### src/rtl/fetch_pkg.sv
// fetch_pkg: shared fetch-stage constants, next-PC select encoding and address helper
package fetch_pkg;
  localparam logic [31:0] RESET_PC_DEFAULT = 32'h0000_0000;
  localparam logic [31:0] NOP_WORD_DEFAULT = 32'h0000_0000;
  typedef enum logic [1:0] {
    SEL_SEQ    = 2'd0,
    SEL_HOLD   = 2'd1,
    SEL_BRANCH = 2'd2,
    SEL_JUMP   = 2'd3
  } pc_sel_e;
  function automatic logic [31:0] align_word(input logic [31:0] a);
    return {a[31:2], 2'b00};
  endfunction
endpackage

### src/rtl/pc_unit.sv
// pc_unit: PC register with prioritised next-PC mux (branch > jump > stall > sequential)
module pc_unit
  import fetch_pkg::*;
#(
  parameter logic [31:0] RESET_PC = RESET_PC_DEFAULT
) (
  input  logic        clk,
  input  logic        rst_n,
  input  logic        stall,
  input  logic        branch_taken,
  input  logic [31:0] branch_target,
  input  logic        jump,
  input  logic [31:0] jump_target,
  output logic [31:0] pc,
  output logic [31:0] pc_plus4,
  output logic        redirect
);
  pc_sel_e     sel;
  logic [31:0] pc_next;
  always_comb begin
    sel = branch_taken ? SEL_BRANCH : jump ? SEL_JUMP : stall ? SEL_HOLD : SEL_SEQ;
    pc_next = sel == SEL_BRANCH ? align_word(branch_target) :
              sel == SEL_JUMP   ? align_word(jump_target)   :
              sel == SEL_HOLD   ? pc : pc_plus4;
  end
  assign pc_plus4 = pc + 32'd4;
  assign redirect = branch_taken | jump;
  always_ff @(posedge clk or negedge rst_n)
    if (!rst_n) pc <= RESET_PC;
    else        pc <= pc_next;
endmodule

### src/rtl/fetch_stage.sv
// fetch_stage: PC sequencing plus IF/ID pipeline register with stall, flush and redirect.
// Optional FETCH_PERF_COUNTERS_EN adds FetchCount/StallCount outputs.
module fetch_stage
  import fetch_pkg::*;
#(
  parameter logic [31:0] RESET_PC = RESET_PC_DEFAULT,
  parameter logic [31:0] NOP_WORD = NOP_WORD_DEFAULT
) (
  input  logic        Clk,
  input  logic        Rst,
  input  logic        Stall,
  input  logic        Flush,
  input  logic        BranchTaken,
  input  logic [31:0] BranchTarget,
  input  logic        Jump,
  input  logic [31:0] JumpTarget,
  output logic [31:0] ImemAddress,
  input  logic [31:0] ImemInstruction,
  output logic [31:0] IfId_Instruction,
  output logic [31:0] IfId_PCPlus4,
`ifdef FETCH_PERF_COUNTERS_EN
  output logic [31:0] FetchCount,
  output logic [31:0] StallCount,
`endif
  output logic        IfId_Valid
);
  logic [31:0] pc_plus4;
  logic        redirect;
  logic        squash;
  logic        capture;
  pc_unit #(.RESET_PC(RESET_PC)) u_pc (
    .clk          (Clk),
    .rst_n        (Rst),
    .stall        (Stall),
    .branch_taken (BranchTaken),
    .branch_target(BranchTarget),
    .jump         (Jump),
    .jump_target  (JumpTarget),
    .pc           (ImemAddress),
    .pc_plus4     (pc_plus4),
    .redirect     (redirect)
  );
  // redirect and flush both bubble IF/ID; stall only holds when neither is present
  assign squash  = redirect | Flush;
  assign capture = !squash && !Stall;
  always_ff @(posedge Clk or negedge Rst)
    if (!Rst) begin
      IfId_Instruction <= NOP_WORD;
      IfId_PCPlus4     <= '0;
      IfId_Valid       <= 1'b0;
    end else if (squash) begin
      IfId_Instruction <= NOP_WORD;
      IfId_PCPlus4     <= '0;
      IfId_Valid       <= 1'b0;
    end else if (capture) begin
      IfId_Instruction <= ImemInstruction;
      IfId_PCPlus4     <= pc_plus4;
      IfId_Valid       <= 1'b1;
    end
`ifdef FETCH_PERF_COUNTERS_EN
  always_ff @(posedge Clk or negedge Rst)
    if (!Rst) begin
      FetchCount <= '0;
      StallCount <= '0;
    end else begin
      if (capture)         FetchCount <= FetchCount + 32'd1;
      if (!squash && Stall) StallCount <= StallCount + 32'd1;
    end
`endif
endmodule

### config.mk
export PLATFORM = sky130hd
export DESIGN_NAME = fetch_stage
export DESIGN_NICKNAME = d
export VERILOG_FILES = /design/src/rtl/fetch_pkg.sv /design/src/rtl/pc_unit.sv /design/src/rtl/fetch_stage.sv
export SDC_FILE = /design/constraint.sdc
export NUM_CORES = 1
export LEC_CHECK = 0
export BUFFER_PORTS_ARGS = -buffer_cell sky130_fd_sc_hd__buf_2
export CAP_MARGIN = 15
export CORE_ASPECT_RATIO = 1.75
export CORE_MARGIN = 3
export CORE_UTILIZATION = 46
export CTS_BUF_LIST = sky130_fd_sc_hd__clkbuf_8
export CTS_CLUSTER_SIZE = 10
export DETAILED_ROUTE_END_ITERATION = 8
export GPL_TIMING_DRIVEN = 1
export PLACE_DENSITY = 0.76
export SYNTH_ARGS = -nofsm -noshare
export SYNTH_HDL_FRONTEND = slang
export SYNTH_SLANG_ARGS = --single-unit
### constraint.sdc
create_clock -name Clk -period 2 [get_ports Clk]
set_input_delay 0.1 -clock Clk [delete_from_list [all_inputs] [get_ports Clk]]
set_output_delay 0.1 -clock Clk [all_outputs]
set_load 0.02 [all_outputs]
==> run summary, run 1 <==
The flow ran to the end, and the final reports show no timing, DRC or antenna violations. The number of antenna diodes in the final layout is 0. Busiest metal layer after global routing: met2. For the maximum frequency from static timing analysis, the log shows 0.517 GHz. The tool flagged a number of max-cap violations equal to 0. The clock tree synthesis step divided the H-tree into 3 levels.

Prior to clock tree synthesis, the placed netlist has a worst setup slack of 0.0294 ns. The fraction of final layout cells sized beyond drive strength 1 works out to 0.360. Hold is met by 0.0180 ns. The number of register bits inferred by synthesis was 93; the via-per-instance ratio was 5.99. The tools report the aggregate negative setup slack as 0 ns. The share of the cycle needed by the critical path after routing is 0.966. The run gives 93 as the CTS sink count. The total global routing track utilization was 0.288; the first-pass detailed-route iteration total was 5.

Along the worst path, the maximum fanout reaches 10. Routability-driven placement finished with a final weighted congestion of 0.897. The floorplan step defined a die boundary enclosing 12900 µm². The global-route met3 utilization is 0.0349, and the remaining design rule violation count is 0. Setup violations remaining at the end of the flow were counted as 0. The worst slew margin relative to its limit was 0.649; the power density relative to cell area was 644 nW/µm². Dividing the detail-routed wire length by the instance count gives 19.6 µm. The number of hold violations in the final report was 0; the initial cell density of the core was 0.475. A synthesized cell averages 9.14 µm². The number of different library cells used by synthesis comes to 54. The number of port buffers is 190. The iteration-0 DRC count of the detailed router is 374, and the depth of the most critical reg-to-reg path is 6.

The wire-length estimate of the detail-placed layout is 13600 µm. The core occupancy in the finished layout was 0.663. For the final database, setup skew stands at 0.0129 ns.

TritonCTS built the clock tree. The tools report the number of antenna-violating nets in the routed design as 0. Capturing element type of the critical path: a register. The min-delay analysis places its worst path in the category in2reg. The tools report the initial antenna violation count as 0. The peak ir drop on the vdd network was 0.405 mV.

The global-route congestion overflow total was 0; the worst-skew pair later-pin latency was 0.37 ns. Total via count in the routed design: 5773. The floorplan die height was 148 µm; the met1 routing resource usage after global routing was 0.321. The startpoint identified for the worst hold timing path is JumpTarget[3]. For the pin with the worst max-slew slack, the measured transition is 0.521 ns.

The tree is rooted in a clkbuf_8. The logs give 0.521 for the met2 capacity usage during global routing and 199 for the count of pins on the block boundary. At the worst endpoint, the arrival time is 2.18 ns.

The async set-or-reset flop fraction in the synthesized netlist works out to 1.00. The final cell count without fillers was 963; the register-to-register path setup slack was 0.07 ns. After detailed placement, the design holds a cell count of 909.

Counting I/O delays and the setup requirement, the final critical path takes 1.93 ns. In this run, synthesis inferred 0 flip-flops with an integrated enable. The core outline area was 11200 µm²; the leakage power figure was 3.59 nW. The number of nets in the layout is 929, and the number of placement rows is 51. The worst hold path passes through 3 cells. The total routed wirelength was 18800 µm.

The endpoint of the lowest-slack register-to-register path is u_pc.pc[29]. No sink is reached through more buffers than the 2 on the longest clock path. The number of CTS-inserted buffers came out at 9. Entering global routing, the biggest net connects 63 pins. Buffers added to address setup during post-CTS repair amount to 0. The growth of design area from synthesis to finish was 39.5%. The startpoint identified for the worst register-to-register timing path is u_pc.pc[2]. The setup path with the least slack is of type reg2reg. Leaving out fill and tap cells, the most frequent cells in the layout are 189 x buf_2, 83 x dfrtp_1, 63 x buf_4. Once routing completed, OpenROAD measured the worst setup slack at 0.0675 ns.

The most frequently used flop master after synthesis is dfrtp_1. For hold timing, the worst endpoint is u_pc.pc[3]. The number of global-route vias before repair was 5803. The most common cell after layout, fill and taps aside is buf_2. The number of cells produced by synthesis was 580; the sequential fraction of the synthesis area was 0.439. The worst setup path is launched from a register. Data on the critical path is required at its endpoint by 2.24 ns.

Final max-slew violation count: 0. The cell area after technology mapping is 5300 µm². The first global-routing pass estimated 29200 µm of wire. The post-CTS clock slew at the launch and capture registers of the worst setup and hold paths is 0.10 ns, and the number of synthesis warnings is 0.

From left edge to right edge, the die measures 87.2 µm.
metrics by stage:
stage                     area [µm²]  power [mW]
final                           7400        4.77
after global routing            7400        4.99
after CTS                       7390        4.79
after detailed placement        6790        3.32
after global placement          6790        3.28
after floorplan                 5390        2.79
metal layers:
layer	routed length, µm	part of all wire	vias to the layer above
met2	10100	0.53	276
li1	-	-	2666
met4	759	0.040	0
met5	0	0	-
met3	1200	0.064	61
met1	6810	0.36	2770
critical path: stages (launching register included):
cell and delay (ns):
dfrtp_2 0.40, buf_4 0.15, nand3_2 0.10, or4_4 0.53, buf_4 0.21, nor4_1 0.31, nor3_1 0.10
cell type report:
cell class | count | area (µm²)
Inverter | 12 | 45.0
Clock inverter | 7 | 96.3
Tap cell | 132 | 165
Fill cell | 925 | 3770
Timing Repair Buffer | 295 | 1900
Multi-Input combinational cell | 415 | 2730
Clock buffer | 9 | 124
Sequential cell | 93 | 2340
sequential cells by signal, summed over array words and instances, names as in the netlist:
signal and flops:
IfId_Instruction 32, IfId_PCPlus4 30, u_pc.pc 30, IfId_Valid 1
where the power goes:
part / internal, mW / switching, mW
registers: 1.99 / 0.0889
clock network: 0.709 / 0.708
logic: 0.529 / 0.744
total: 3.23 / 1.54
how the worst max path moves through the flow:
| stage | cells past startpoint | startpoint | slack, ns | to |
|---|---|---|---|---|
| 2_1_floorplan | 6 | u_pc.pc[13] | -0.02 | IfId_PCPlus4[24] |
| 3_5_place_dp | 6 | u_pc.pc[2] | 0.03 | u_pc.pc[17] |
| 4_1_cts | 6 | u_pc.pc[2] | 0.005 | u_pc.pc[17] |
| 5_1_grt | 6 | u_pc.pc[2] | -0.0004 | u_pc.pc[17] |
| 3_3_place_gp | 6 | u_pc.pc[2] | 0.08 | u_pc.pc[31] |
| 6_report | 6 | u_pc.pc[2] | 0.07 | u_pc.pc[29] |
cells by family (layout without fill, tap and decap cells):
logic type / count (synthesis) / in the layout / share of synthesized area
AOI/OAI and AO/OA: 176 / 176 / 0.237
xor gates and xnor gates: 16 / 16 / 0.0264
adders and majority gates: 1 / 1 / 0.00236
buffers and inverters: 75 / 323 / 0.0606
DFF: 93 / 93 / 0.439
muxes: 19 / 19 / 0.0361
other: 1 / 4 / 0.000707
and+or+nand+nor: 199 / 199 / 0.198
timing repair:
item,in CTS,in global routing
hold buffers,38,0
setup endpoints to repair,0,8
gates resized for setup,0,3
hold endpoints to repair,130,0
synthesized netlist by cell type (2+ instances only):
cell | instances | area, µm²
and2_1 | 8 | 50.1
inv_1 | 11 | 41.3
o22a_1 | 4 | 35.0
o21a_1 | 5 | 37.5
nand2_1 | 58 | 218
clkbuf_2 | 2 | 10.0
a21oi_1 | 16 | 80.1
o22ai_1 | 14 | 87.6
nand3_1 | 21 | 105
a211oi_1 | 14 | 105
mux2i_1 | 18 | 180
a211o_1 | 2 | 17.5
a31oi_1 | 3 | 18.8
o21ai_0 | 38 | 190
nor4_1 | 22 | 138
o31ai_1 | 4 | 30.0
buf_1 | 2 | 7.51
a22o_1 | 34 | 298
buf_2 | 12 | 60.1
and3_1 | 4 | 25.0
dfrtp_1 | 93 | 2330
nor4_2 | 3 | 37.5
a221o_1 | 6 | 60.1
nor2_1 | 28 | 105
nand3b_1 | 3 | 22.5
nor3_1 | 16 | 80.1
a311oi_1 | 10 | 87.6
nand4_1 | 13 | 81.3
or2_2 | 2 | 12.5
and4_1 | 4 | 35.0
xor2_1 | 4 | 35.0
buf_4 | 6 | 45.0
xnor2_1 | 12 | 105
o211ai_1 | 14 | 105
a2bb2oi_1 | 3 | 26.3
or4_1 | 8 | 60.1
a32oi_1 | 3 | 26.3
nand2b_1 | 4 | 25.0
clkbuf_1 | 41 | 154
No activity file was read; power rests on OpenSTA's default activity.
==> run 2, diff against run 1 <==
--- a/config.mk
+++ b/config.mk
@@ -6,7 +6,7 @@
 export NUM_CORES = 1
 export LEC_CHECK = 0
 export BUFFER_PORTS_ARGS = -buffer_cell sky130_fd_sc_hd__buf_2
-export CAP_MARGIN = 15
+export CAP_MARGIN = 10
 export CORE_ASPECT_RATIO = 1.75
 export CORE_MARGIN = 3
 export CORE_UTILIZATION = 46
@@ -15,6 +15,7 @@
 export DETAILED_ROUTE_END_ITERATION = 8
 export GPL_TIMING_DRIVEN = 1
 export PLACE_DENSITY = 0.76
+export REMOVE_ABC_BUFFERS = 1
 export SYNTH_ARGS = -nofsm -noshare
 export SYNTH_HDL_FRONTEND = slang
 export SYNTH_SLANG_ARGS = --single-unit
==> run summary, run 2 (synthesis gave the netlist of run 1 again) <==
The run gives 12900 µm² (unchanged) as the area of the die. In this run the worst setup path begins at u_pc.pc[3]. The via-per-instance ratio is 6.00 (about the same).

The power density relative to cell area was 643 nW/µm² (-0.23%); the total via count in the routed design was 5718 (-0.95%). The cell chosen for the clock root was clkbuf_8. The tools report the startpoint kind of the worst setup timing path as a register.

The largest stage delay on the critical path works out to 0.43 ns (-0.10 ns). The run gives 0 (unchanged) as the number of max-capacitance violations reported. TritonCTS built the clock tree. The peak ir drop on the vdd network is 0.504 mV (+25%), and the worst path buffer plus inverter count is 2 (unchanged). The capturing element type of the critical path was a register.

Leaving out fill and tap cells, the most frequent cell in the layout is buf_2. The run gives 0.475 (unchanged) as the initial cell density of the core. The largest fanout of any net on the critical path came out at 7 (-3). The core occupancy in the finished layout came out at 0.653 (-0.00997). The logs give 0 (unchanged) for the number of antenna-violating nets in the routed design and 18000 µm (-4.2%) for the total routed wirelength. The worst setup skew after layout came out at 0.0109 ns (-0.00195 ns). The number of fill cells in the layout came out at 932 (+0.76%). The growth of design area from synthesis to finish is 37.4%. The tools report the sequential share of power as 0.446 (+0.010). The die width is 87.2 µm (unchanged), and the number of placement rows is 51 (unchanged). The kind of cell with the highest combined delay along the critical path is flip-flops. By instance count, the cell type seen most on the critical path is buf_4. The run gives 0 (unchanged) as the initial antenna violation count.

The tools report the maximum frequency from static timing analysis as 0.527 GHz (+1.9%). IfId_Instruction holds more flip-flops than any other register. The switching part of the total was 0.319 (-0.00418). The final weighted congestion of routability-driven global placement is 0.913 (+1.7%). The maximum level of the CTS H-tree came out at 3 (unchanged). The number of flip-flops under the largest register name came out at 32 (unchanged).

The run gives 919 (-1.1%) as the number of nets in the layout. The slowest stage of the critical path belongs to the cell dfrtp_1. The fraction of final layout cells sized beyond drive strength 1 was 0.337 (-0.0224). The global-route wire length before repair was 28700 µm (-1.5%). The placed instance count was 898 (-1.2%). In this run the critical register-to-register path is launched from u_pc.pc[3].

The run gives 5 (unchanged) as the first-pass detailed-route iteration total. The leakage power figure was 3.56 nW (-0.89%); the number of buffers on the longest clock path was 2 (unchanged). The aggregate negative setup slack is 0 ns (unchanged). The total global routing track utilization is 0.279 (-0.00878), and the core outline area is 11200 µm² (unchanged). The run gives 0.295 (-0.002) as the clock network fraction of design power. The run gives 93 (unchanged) as the CTS sink count. The min-delay analysis places its worst path in the category in2reg. The share of the cycle needed by the critical path after routing is 0.948 (-0.0184). Category of the most critical setup path: reg2reg.

The signal arrival time at the worst endpoint is 2.15 ns (-0.03 ns). Leaving out fill and tap cells, the most frequent cells in the layout are 189 x buf_2, 93 x dfrtp_1, 58 x nand2_1. Floorplan die height: 148 µm (unchanged).

The tools report the pin count of the biggest net entering global routing as 69 (+9.5%). Portion of total power attributed to combinational logic: 0.259 (-0.008). The run gives 0 (unchanged) as the number of hold violations in the final report.

For the HPWL reported at the end of detailed placement, the log shows 12500 µm (-7.6%). The tools report the number of global-route vias before repair as 5899 (+1.7%). The run gives 1.49 mW (-3.0%) as the net switching power figure. Number of port buffers: 190 (unchanged). For the worst-skew pair later-pin latency, the log shows 0.37 ns (about the same).

The critical path data required time came out at 2.25 ns (about the same). The worst slew margin relative to its limit was 0.640 (-0.00889); the worst setup slack after layout was 0.104 ns (+0.0367 ns). Setup repair after global routing left no endpoint under its margin. The pre-CTS setup slack was 0.0740 ns (+0.0446 ns); the final cell count without fillers was 953 (-1.0%). The number of setup violations in the final report is 0 (unchanged).

The tools report the internal power summed over all cells as 3.19 mW (-1.1%). The count of pins on the block boundary came out at 199 (unchanged). The run gives 0 (unchanged) as the global-route congestion overflow total.

The tools report the iteration-0 DRC count of the detailed router as 450 (+20%). The critical path goes through ha_1 > nand4_1 > buf_4 > nor4_4 > buf_4 > a311oi_1 > a221o_1. For the remaining design rule violation count, the log shows 0 (unchanged). The largest registers in the layout are IfId_Instruction: 32 flops, IfId_PCPlus4: 30 flops, u_pc.pc: 30 flops. The final max-slew violation count is 0 (unchanged), and the average wire per cell in the routed design is 18.9 µm (-3.2%). The post-CTS clock slew at the launch and capture registers of the worst setup and hold paths is 0.09 ns (about the same), and the count of antenna diodes in the layout is 0 (unchanged). The flow ran to the end, and the final reports show no timing, DRC or antenna violations. The transition time of the tightest slew-check pin is 0.540 ns (+0.0188 ns).

For the number of CTS-inserted buffers, the log shows 9 (unchanged). The final critical path time including I/O delays and setup is 1.90 ns (-0.0367 ns). The critical hold path startpoint is BranchTarget[7].
==> run 2: power groups by stage <==
stage          sequential (mW)  clock (mW)  combinational, mW
5_1_grt                   2.10        1.48               1.31
4_1_cts                   2.09        1.40               1.21
2_1_floorplan             2.31           0              0.366
3_3_place_gp              2.12           0               1.12
3_5_place_dp              2.12           0               1.15
6_report                  2.09        1.38               1.22
==> run 2: metal layers <==
metal  global-route usage  part of all wire
met1                0.319              0.38
met2                0.488              0.51
met3               0.0449             0.071
met4                0.146             0.038
met5                    0                 0
==> run 2: final cells by class <==
| cell class | instances | area [µm²] | share of cell area |
|---|---|---|---|
| inverters | 12 | 45.0 | 0.00618 |
| well taps | 132 | 165 | 0.0227 |
| repair buffers | 285 | 1840 | 0.253 |
| flip-flops and latches | 93 | 2330 | 0.319 |
| clock buffers | 9 | 124 | 0.0170 |
| clock inverters | 7 | 88.8 | 0.0122 |
| multi-input cells | 415 | 2700 | 0.370 |
==> run 2: tightest hold or removal path, stage by stage <==
cell and delay (ns):
buf_2 0.10, nand2_1 0.07, a31oi_1 0.08
==> run 2: path summary, 6_finish.rpt <==
check,to,slack [ns],cells past startpoint
min in group asynchronous,u_pc.pc[19],0.26,2
max in group asynchronous,u_pc.pc[27],1.07,3
worst min register to register,IfId_PCPlus4[18],0.49,2
worst max register to register,IfId_PCPlus4[20],0.10,7
worst max-delay path,IfId_PCPlus4[20],0.10,7
worst min-delay path,u_pc.pc[7],0.009,3
==> run 2: repair_timing <==
item / 4_1_cts / 5_1_grt
setup buffers: 0 / 0
endpoints found under the hold margin: 75 / 0
hold buffers: 38 / 0
gates resized for setup: 0 / 4
setup endpoints to repair: 0 / 8
==> run 2: through the flow <==
stage	hold WS (ns)	power, mW	instance area (µm²)
CTS	0.00417	4.69	7260
global route	0.0465	4.89	7290
floorplan	-0.196	2.68	5040
global placement	0.106	3.23	6670
detailed placement	0.116	3.27	6670
finish	0.00854	4.68	7290
